`src/rtl/vga_pkg.sv`:
```
// Shared VGA timing constants (640x480 @ 60 Hz) used by the timing generator
// and by the downstream pixel stage, plus a small decode helper.
package vga_pkg;

  localparam int H_PIXELS_DEF = 640;
  localparam int H_FRONT_DEF  = 16;
  localparam int H_SYNC_DEF   = 96;
  localparam int H_BACK_DEF   = 48;
  localparam int H_TOTAL_DEF  = H_PIXELS_DEF + H_FRONT_DEF + H_SYNC_DEF + H_BACK_DEF;

  localparam int V_PIXELS_DEF = 480;
  localparam int V_FRONT_DEF  = 10;
  localparam int V_SYNC_DEF   = 2;
  localparam int V_BACK_DEF   = 33;
  localparam int V_TOTAL_DEF  = V_PIXELS_DEF + V_FRONT_DEF + V_SYNC_DEF + V_BACK_DEF;

  // Counters are 10 bits; window bounds are one bit wider so an upper bound of
  // exactly 1024 is representable.
  localparam int POS_W = 10;

  // True when lo <= pos < hi.
  function automatic logic in_window(input logic [POS_W:0] pos,
                                     input logic [POS_W:0] lo,
                                     input logic [POS_W:0] hi);
    return (pos >= lo) && (pos < hi);
  endfunction

endpackage

```
`src/rtl/vga_timing_gen.sv`:
```
// VGA timing generator: horizontal/vertical position counters with registered
// sync, display-enable, line/frame pulses and a frame counter. Every output is
// decoded from the next position so all ports describe the same (h,v) cycle.
module vga_timing_gen
  import vga_pkg::*;
#(
  parameter int H_PIXELS = H_PIXELS_DEF,
  parameter int H_FRONT  = H_FRONT_DEF,
  parameter int H_SYNC   = H_SYNC_DEF,
  parameter int H_BACK   = H_BACK_DEF,
  parameter int V_PIXELS = V_PIXELS_DEF,
  parameter int V_FRONT  = V_FRONT_DEF,
  parameter int V_SYNC   = V_SYNC_DEF,
  parameter int V_BACK   = V_BACK_DEF
) (
  input  logic       clk_25,
  input  logic       sys_reset,
  output logic       vga_hsync,
  output logic       vga_vsync,
  output logic       vga_disp_en,
  output logic [9:0] vga_pos_hor,
  output logic [9:0] vga_pos_ver,
  output logic       line_start,
  output logic       frame_start,
  output logic [7:0] frame_count
);

  localparam int H_TOTAL = H_PIXELS + H_FRONT + H_SYNC + H_BACK;
  localparam int V_TOTAL = V_PIXELS + V_FRONT + V_SYNC + V_BACK;

  localparam logic [9:0]  H_LAST  = 10'(H_TOTAL - 1);
  localparam logic [9:0]  V_LAST  = 10'(V_TOTAL - 1);
  localparam logic [10:0] H_VIS   = 11'(H_PIXELS);
  localparam logic [10:0] V_VIS   = 11'(V_PIXELS);
  localparam logic [10:0] HS_LO   = 11'(H_PIXELS + H_FRONT);
  localparam logic [10:0] HS_HI   = 11'(H_PIXELS + H_FRONT + H_SYNC);
  localparam logic [10:0] VS_LO   = 11'(V_PIXELS + V_FRONT);
  localparam logic [10:0] VS_HI   = 11'(V_PIXELS + V_FRONT + V_SYNC);

  logic       h_wrap;
  logic [9:0] h_nxt;
  logic [9:0] v_nxt;
  logic [10:0] h_ext;
  logic [10:0] v_ext;

  // Next position: h always advances, v advances only when h wraps.
  always_comb begin
    h_wrap = (vga_pos_hor == H_LAST);
    h_nxt  = h_wrap ? 10'd0 : vga_pos_hor + 10'd1;
    v_nxt  = vga_pos_ver;
    if (h_wrap) begin
      v_nxt = (vga_pos_ver == V_LAST) ? 10'd0 : vga_pos_ver + 10'd1;
    end
    h_ext = {1'b0, h_nxt};
    v_ext = {1'b0, v_nxt};
  end

  // Register position and all decoded outputs together; reset parks the
  // counters on the last position so the first edge lands on (0,0).
  always_ff @(posedge clk_25 or posedge sys_reset) begin
    if (sys_reset) begin
      vga_pos_hor <= H_LAST;
      vga_pos_ver <= V_LAST;
      vga_hsync   <= 1'b1;
      vga_vsync   <= 1'b1;
      vga_disp_en <= 1'b0;
      line_start  <= 1'b0;
      frame_start <= 1'b0;
      frame_count <= 8'hFF;
    end else begin
      vga_pos_hor <= h_nxt;
      vga_pos_ver <= v_nxt;
      vga_hsync   <= ~in_window(h_ext, HS_LO, HS_HI);
      vga_vsync   <= ~in_window(v_ext, VS_LO, VS_HI);
      vga_disp_en <= (h_ext < H_VIS) && (v_ext < V_VIS);
      line_start  <= (h_nxt == 10'd0);
      frame_start <= (h_nxt == 10'd0) && (v_nxt == 10'd0);
      if ((h_nxt == 10'd0) && (v_nxt == 10'd0)) begin
        frame_count <= frame_count + 8'd1;
      end
    end
  end

endmodule

```
`config.mk`:
```
export PLATFORM = sky130hd
export DESIGN_NAME = vga_timing_gen
export DESIGN_NICKNAME = d
export VERILOG_FILES = /design/src/rtl/vga_pkg.sv /design/src/rtl/vga_timing_gen.sv
export SDC_FILE = /design/constraint.sdc
export NUM_CORES = 1
export LEC_CHECK = 0
export BUFFER_PORTS_ARGS = -buffer_cell sky130_fd_sc_hd__buf_2
export CAP_MARGIN = 20
export CORE_MARGIN = 5
export CORE_UTILIZATION = 50
export DETAILED_ROUTE_END_ITERATION = 10
export PLACE_DENSITY = 0.82
export SYNTH_ARGS = -nofsm -noshare
export SYNTH_HDL_FRONTEND = slang
export SYNTH_SLANG_ARGS = --single-unit
```
`constraint.sdc`:
```
create_clock -name clk_25 -period 3.75 [get_ports clk_25]
set_input_delay 0.75 -clock clk_25 [delete_from_list [all_inputs] [get_ports clk_25]]
set_output_delay 0.75 -clock clk_25 [all_outputs]
set_load 0.005 [all_outputs]
```
==> impl_metrics.toml, run 1 <==
[outcome]
status = "finished clean"

[worst_setup_path]
startpoint_type = "register"
reg2reg_setup_slack_ns = 0.25
critPathKind = "reg2reg"
reg2reg_to = "frame_count[1]"
cp.arrival_ns = 3.71
endpoint_kind = "register"
worstPathMaxFanout = 12
r2r_cells = 8
required_ns = 3.96
reg2reg_from = "vga_pos_hor[0]"

[finish]
multi_input_area_um2 = 967
area_delta_synth_final_pct = 17.1
antenna_cells = 0
fin_area_um2 = 2250
fillers = 334
seqCellArea_um2 = 851
nNetsFinal = 242
layout-drive-gt1-share_pct = 33.3

[synthesis]
synthMostInstantiatedCell = "dfstp_2"
ys_top_cells_by_area = "dfstp_2 27%, dfrtp_1 17%, xor2_1 4.6%"
synth_adder_area_share_pct = 2.60
ys_top_cells_by_count = "20 x dfstp_2, 14 x nand3_1, 13 x dfrtp_1, 13 x nand2_1, 12 x nor2_1"
syn_avg_cell_area_um2 = 9.67
synthXorXnorAreaFrac_pct = 7.74
synth_simple_gate_area_share_pct = 27.0
synth_cell_types = 53
netlist_area_um2 = 1920
ys_ff_latch = 33
synth_mux_area_share_pct = 2.15
syn-num-nets = 205
synth.top_cell.area_share_pct = 27.3
synth_top_family_by_area = "simple AND/OR/NAND/NOR gates"
synth_warnings = 0
syn_inst = 199
synth_ff_type = "dfstp_2"
synth_compound_area_share_pct = 10.8
yosys.area.top_type = "dfstp_2"
synthArstFlopShare_pct = 100
yosysSeqAreaShare_pct = 44.2
synth_edf_count = 0

[placed_design]
dpl_cell_area_um2 = 2150
port_buffers = 34
hpwl_mm = 3.16
dp_slack_ns = 0.281
place.gp.congestion = 0.862

[routing]
first_pass_iters = 4
avgViaCountPerCell = 5.68
wl_per_cell_um = 15.3
vias = 1618
ant_nets = 0
wirelength_mm = 4.35
drcViolationCount = 0
drt_iter0_markers = 98

[timing]
worst_slew_pin_slew_ns = 0.555
fmaxAchievable_ghz = 0.286
finalCritPeriodShare_pct = 93.2
setup_viol = 0
hold_violations = 0
clock_skew_ns = 0.00299
maxSlewViolCount = 0
slew_headroom_pct = 62.9
rsz0062_at_grt = "no"
period_needed_ns = 3.50
setup_tns_ns = 0
setup_slack_ns = 0.254

[clock_tree]
numCtsBuffers = 5
cts_setup_buffers = 0
clk_pin_slew_ns = 0.06
clkSinkCount = 33
clock_path_buffers = 2
insertion_delay_ns = 0.29
clock-root-buffer = "clkbuf_8"
cts_resized = 0
cts-hold-fix-buffers = 0
htree_levels = 2
cts_tree = "done"

[global_route]
met3_usage_pct = 2.49
grt.busiest_layer = "met2"
grt_pass1_vias = 1524
antenna_found_initial = 0
use_met1_pct = 23.8
overflow = 0
use_met2_pct = 28.5
grt.total_usage_pct = 17.8
grt_pass1_wl_mm = 7.25
grt_max_degree = 26

[pwr]
pwr-share-clk_pct = 40.5
p_sw_mw = 0.128
power_density_nw_per_um2 = 276
leakage_nw = 0.996
vdd_drop_max_v = 0.000152
p_comb_share_pct = 2.0
p_seq_share_pct = 57.4
p_sw_share_pct = 20.7
cellInternalPower_mw = 0.494

[floorplanning]
initial_core_util_pct = 52.2
coreArea_um2 = 3690
dieArea_um2 = 5190
die_height_um = 72.0
die_w_um = 72.0
num_io_pins = 35
core.rowCount = 22

[hold_path]
hp-class = "in2async"

[job]
max_cap_viol_count = 0
## kinds of logic (layout without fill, tap and decap cells)
| kind of cell | Yosys count | count (layout) |
|---|---|---|
| xor gates and xnor gates | 17 | 17 |
| buffers and inverters | 24 | 62 |
| and+or+nand+nor | 86 | 86 |
| adders and majority gates | 4 | 4 |
| AOI/OAI and AO/OA | 31 | 31 |
| DFF | 33 | 33 |
| muxes | 4 | 4 |
## state kept, by name (all words and copies together) (netlist names)
register     flops
vga_hsync        1
vga_pos_hor     10
frame_start      1
vga_disp_en      1
frame_count      8
vga_pos_ver     10
line_start       1
vga_vsync        1
## cell type report
class	count	area share [%]
inverter	12	2.00
timing repair buffer	42	11.1
sequential	33	37.8
tap	48	2.67
clock buffer	8	3.55
multi-input combinational	142	42.9
## how the worst max path moves through the flow
stage                   start              to  slack [ns]  depth (start not counted)
2_1_floorplan  vga_pos_hor[0]  frame_count[1]        0.57                         10
3_3_place_gp   vga_pos_hor[0]  frame_count[1]        0.41                          8
3_5_place_dp   vga_pos_hor[0]  frame_count[1]        0.28                          8
4_1_cts        vga_pos_hor[0]  frame_count[1]        0.27                          8
5_1_grt        vga_pos_hor[0]  frame_count[1]        0.09                          8
6_report       vga_pos_hor[0]  frame_count[1]        0.25                          8
## power groups by stage
stage / combinational (mW) / sequential, mW / clock, mW
5_1_grt: 0.0145 / 0.357 / 0.272
3_3_place_gp: 0.00929 / 0.363 / 0
2_1_floorplan: 0.00507 / 0.363 / 0
6_report: 0.0127 / 0.357 / 0.252
3_5_place_dp: 0.00955 / 0.363 / 0
4_1_cts: 0.00955 / 0.357 / 0.261
## cell usage in the layout (no fill, tap or decap), drive strengths merged, types with 10 or more instances in the layout
| cell type | netlist | layout |
|---|---|---|
| buf | 3 | 42 |
| dfstp | 20 | 20 |
| nand3 | 14 | 14 |
| nand2 | 13 | 13 |
| dfrtp | 13 | 13 |
| nor2 | 13 | 13 |
| inv | 12 | 12 |
| o21ai | 11 | 11 |
| xor2 | 10 | 10 |
| nor3 | 10 | 10 |
## worst max-delay path, stage by stage, from the launching register on
cell and delay (ns):
dfstp_2 0.56, ha_1 0.24, nand4_1 0.28, or3_4 0.53
or4_1 0.50, o211a_1 0.12, or4_1 0.61, nor3_4 0.24
mux2_1 0.34
## through the flow
step | total power, mW | util, % | instances | hold slack [ns]
final | 0.622 | 61.1 | 285 | 0.515
after global routing | 0.643 | 61.1 | 285 | 0.535
after CTS | 0.628 | 60.3 | 284 | 0.521
after detailed placement | 0.372 | 58.2 | 276 | 0.506
after global placement | 0.372 | 58.2 | 276 | 0.508
after floorplan | 0.368 | - | 199 | 0.499
## layer usage
layer	part of all wire, %	vias to the layer above
li1	-	793
met1	46	775
met2	48	43
met3	4.3	7
met4	2.2	0
met5	0	-
Note: power is estimated with default switching activity, not from simulation.
==> run 2, diff against run 1 <==
==> constraint.sdc (replaced) <==
create_clock -name clk_25 -period 3.75 [get_ports clk_25]
set_input_delay 0 -clock clk_25 [delete_from_list [all_inputs] [get_ports clk_25]]
set_output_delay 0 -clock clk_25 [all_outputs]
set_load 0.005 [all_outputs]
==> impl_metrics.toml, run 2 (synthesis gave the netlist of run 1 again) <==
[global_route]
grt.total_usage_pct = 17.4
antenna_found_initial = 0
grt_pass1_vias = 1493
overflow = 0
grt_pass1_wl_mm = 7.04
grt_max_degree = 18

[finish]
area_delta_synth_final_pct = 17.7
fin_area_um2 = 2260
nNetsFinal = 241
layout_commonest_cell = "buf_2"
fillers = 314
final_cell_mix = "34 x buf_2, 20 x dfstp_2, 14 x nand3_1"
instances_no_fill = 284
seqCellArea_um2 = 851
reg.largest.list = "vga_pos_hor: 10 flops, vga_pos_ver: 10 flops, frame_count: 8 flops"
multi_input_area_um2 = 967
antenna_cells = 0
layout-drive-gt1-share_pct = 33.5
final_util_pct = 61.4

[clock_tree]
clock_path_buffers = 2
clkSinkCount = 33
numCtsBuffers = 5
cts_tree = "done"
htree_levels = 2
clk_pin_slew_ns = 0.07
insertion_delay_ns = 0.29
clock-root-buffer = "clkbuf_8"
cts_resized = 0
cts-hold-fix-buffers = 1
cts_setup_buffers = 0

[pwr]
p_sw_mw = 0.135
cellInternalPower_mw = 0.575
vdd_drop_max_v = 0.000220
p_seq_share_pct = 50.2
p_comb_share_pct = 1.3
leakage_nw = 1.00
finalPower_mw = 0.711
p_sw_share_pct = 19.0
power_density_nw_per_um2 = 314
pwr-share-clk_pct = 48.5

[floorplanning]
initial_core_util_pct = 52.2
coreArea_um2 = 3690
die_height_um = 72.0
num_io_pins = 35
dieArea_um2 = 5190
core.rowCount = 22
die_w_um = 72.0

[placed_design]
hpwl_mm = 3.01
dp.cells = 275
place.gp.congestion = 0.907
dpl_cell_area_um2 = 2140
dp_slack_ns = 0.306
port_buffers = 34

[timing]
period_needed_ns = 3.45
finalCritPeriodShare_pct = 92.1
slew_headroom_pct = 56.8
worst_slew_pin_slew_ns = 0.647
setup_viol = 0
setup_tns_ns = 0
rsz0062_at_grt = "no"
setup_slack_ns = 0.296
clock_skew_ns = 0.00709
maxSlewViolCount = 0
fmaxAchievable_ghz = 0.290
holdWs_ns = 0.338
hold_violations = 0

[routing]
wirelength_mm = 4.23
avgViaCountPerCell = 5.63
wl_per_cell_um = 14.9
drt_iter0_markers = 86
drcViolationCount = 0
ant_nets = 0
vias = 1599
first_pass_iters = 4

[worst_setup_path]
cp.arrival_ns = 3.67
startpoint_type = "register"
r2r_cells = 8
reg2reg_to = "frame_count[1]"
reg2reg_setup_slack_ns = 0.30
worstPathMaxFanout = 12
reg2reg_from = "vga_pos_hor[0]"
required_ns = 3.97
endpoint_kind = "register"
critPathKind = "reg2reg"

[outcome]
status = "finished clean"

[hold_path]
hp-class = "in2async"

[job]
max_cap_viol_count = 0
## run 2: worst max path at each step
stage | startpoint | end | slack, ns | cells after the start
global route | vga_pos_hor[0] | frame_count[1] | 0.13 | 8
CTS | vga_pos_hor[0] | frame_count[1] | 0.31 | 8
global placement | vga_pos_hor[0] | frame_count[1] | 0.40 | 8
detailed placement | vga_pos_hor[0] | frame_count[1] | 0.31 | 8
finish | vga_pos_hor[0] | frame_count[1] | 0.30 | 8
floorplan | vga_pos_hor[0] | frame_count[1] | 0.57 | 10
## run 2: power groups by stage
stage | combinational (mW) | clock, mW | sequential [mW]
4_1_cts | 0.00938 | 0.355 | 0.357
3_3_place_gp | 0.00854 | 0 | 0.363
5_1_grt | 0.0106 | 0.367 | 0.357
6_report | 0.00891 | 0.345 | 0.357
2_1_floorplan | 0.00507 | 0 | 0.363
3_5_place_dp | 0.00861 | 0 | 0.363
## run 2: per-layer routing
layer  track usage, %  up-vias  wire length, µm
met4             8.77        0              106
met5                0        -                0
met3             2.63        9              260
li1                 -      787                -
met2             25.9       60             1940
met1             24.6      743             1920
## run 2: area by class of cell
class	count	share of cell area, %
Clock inverter	1	1.33
Sequential cell	33	37.6
Inverter	12	1.99
Multi-Input combinational cell	142	42.7
Tap cell	48	2.65
Timing Repair Buffer	41	9.94
Clock buffer	7	3.81
## run 2: critical path, stage by stage (launching register included)
cell	delay, ns
dfstp_2	0.56
ha_1	0.22
nand4_1	0.26
or3_4	0.52
or4_1	0.50
o211a_1	0.13
or4_1	0.61
nor3_4	0.24
mux2_1	0.34
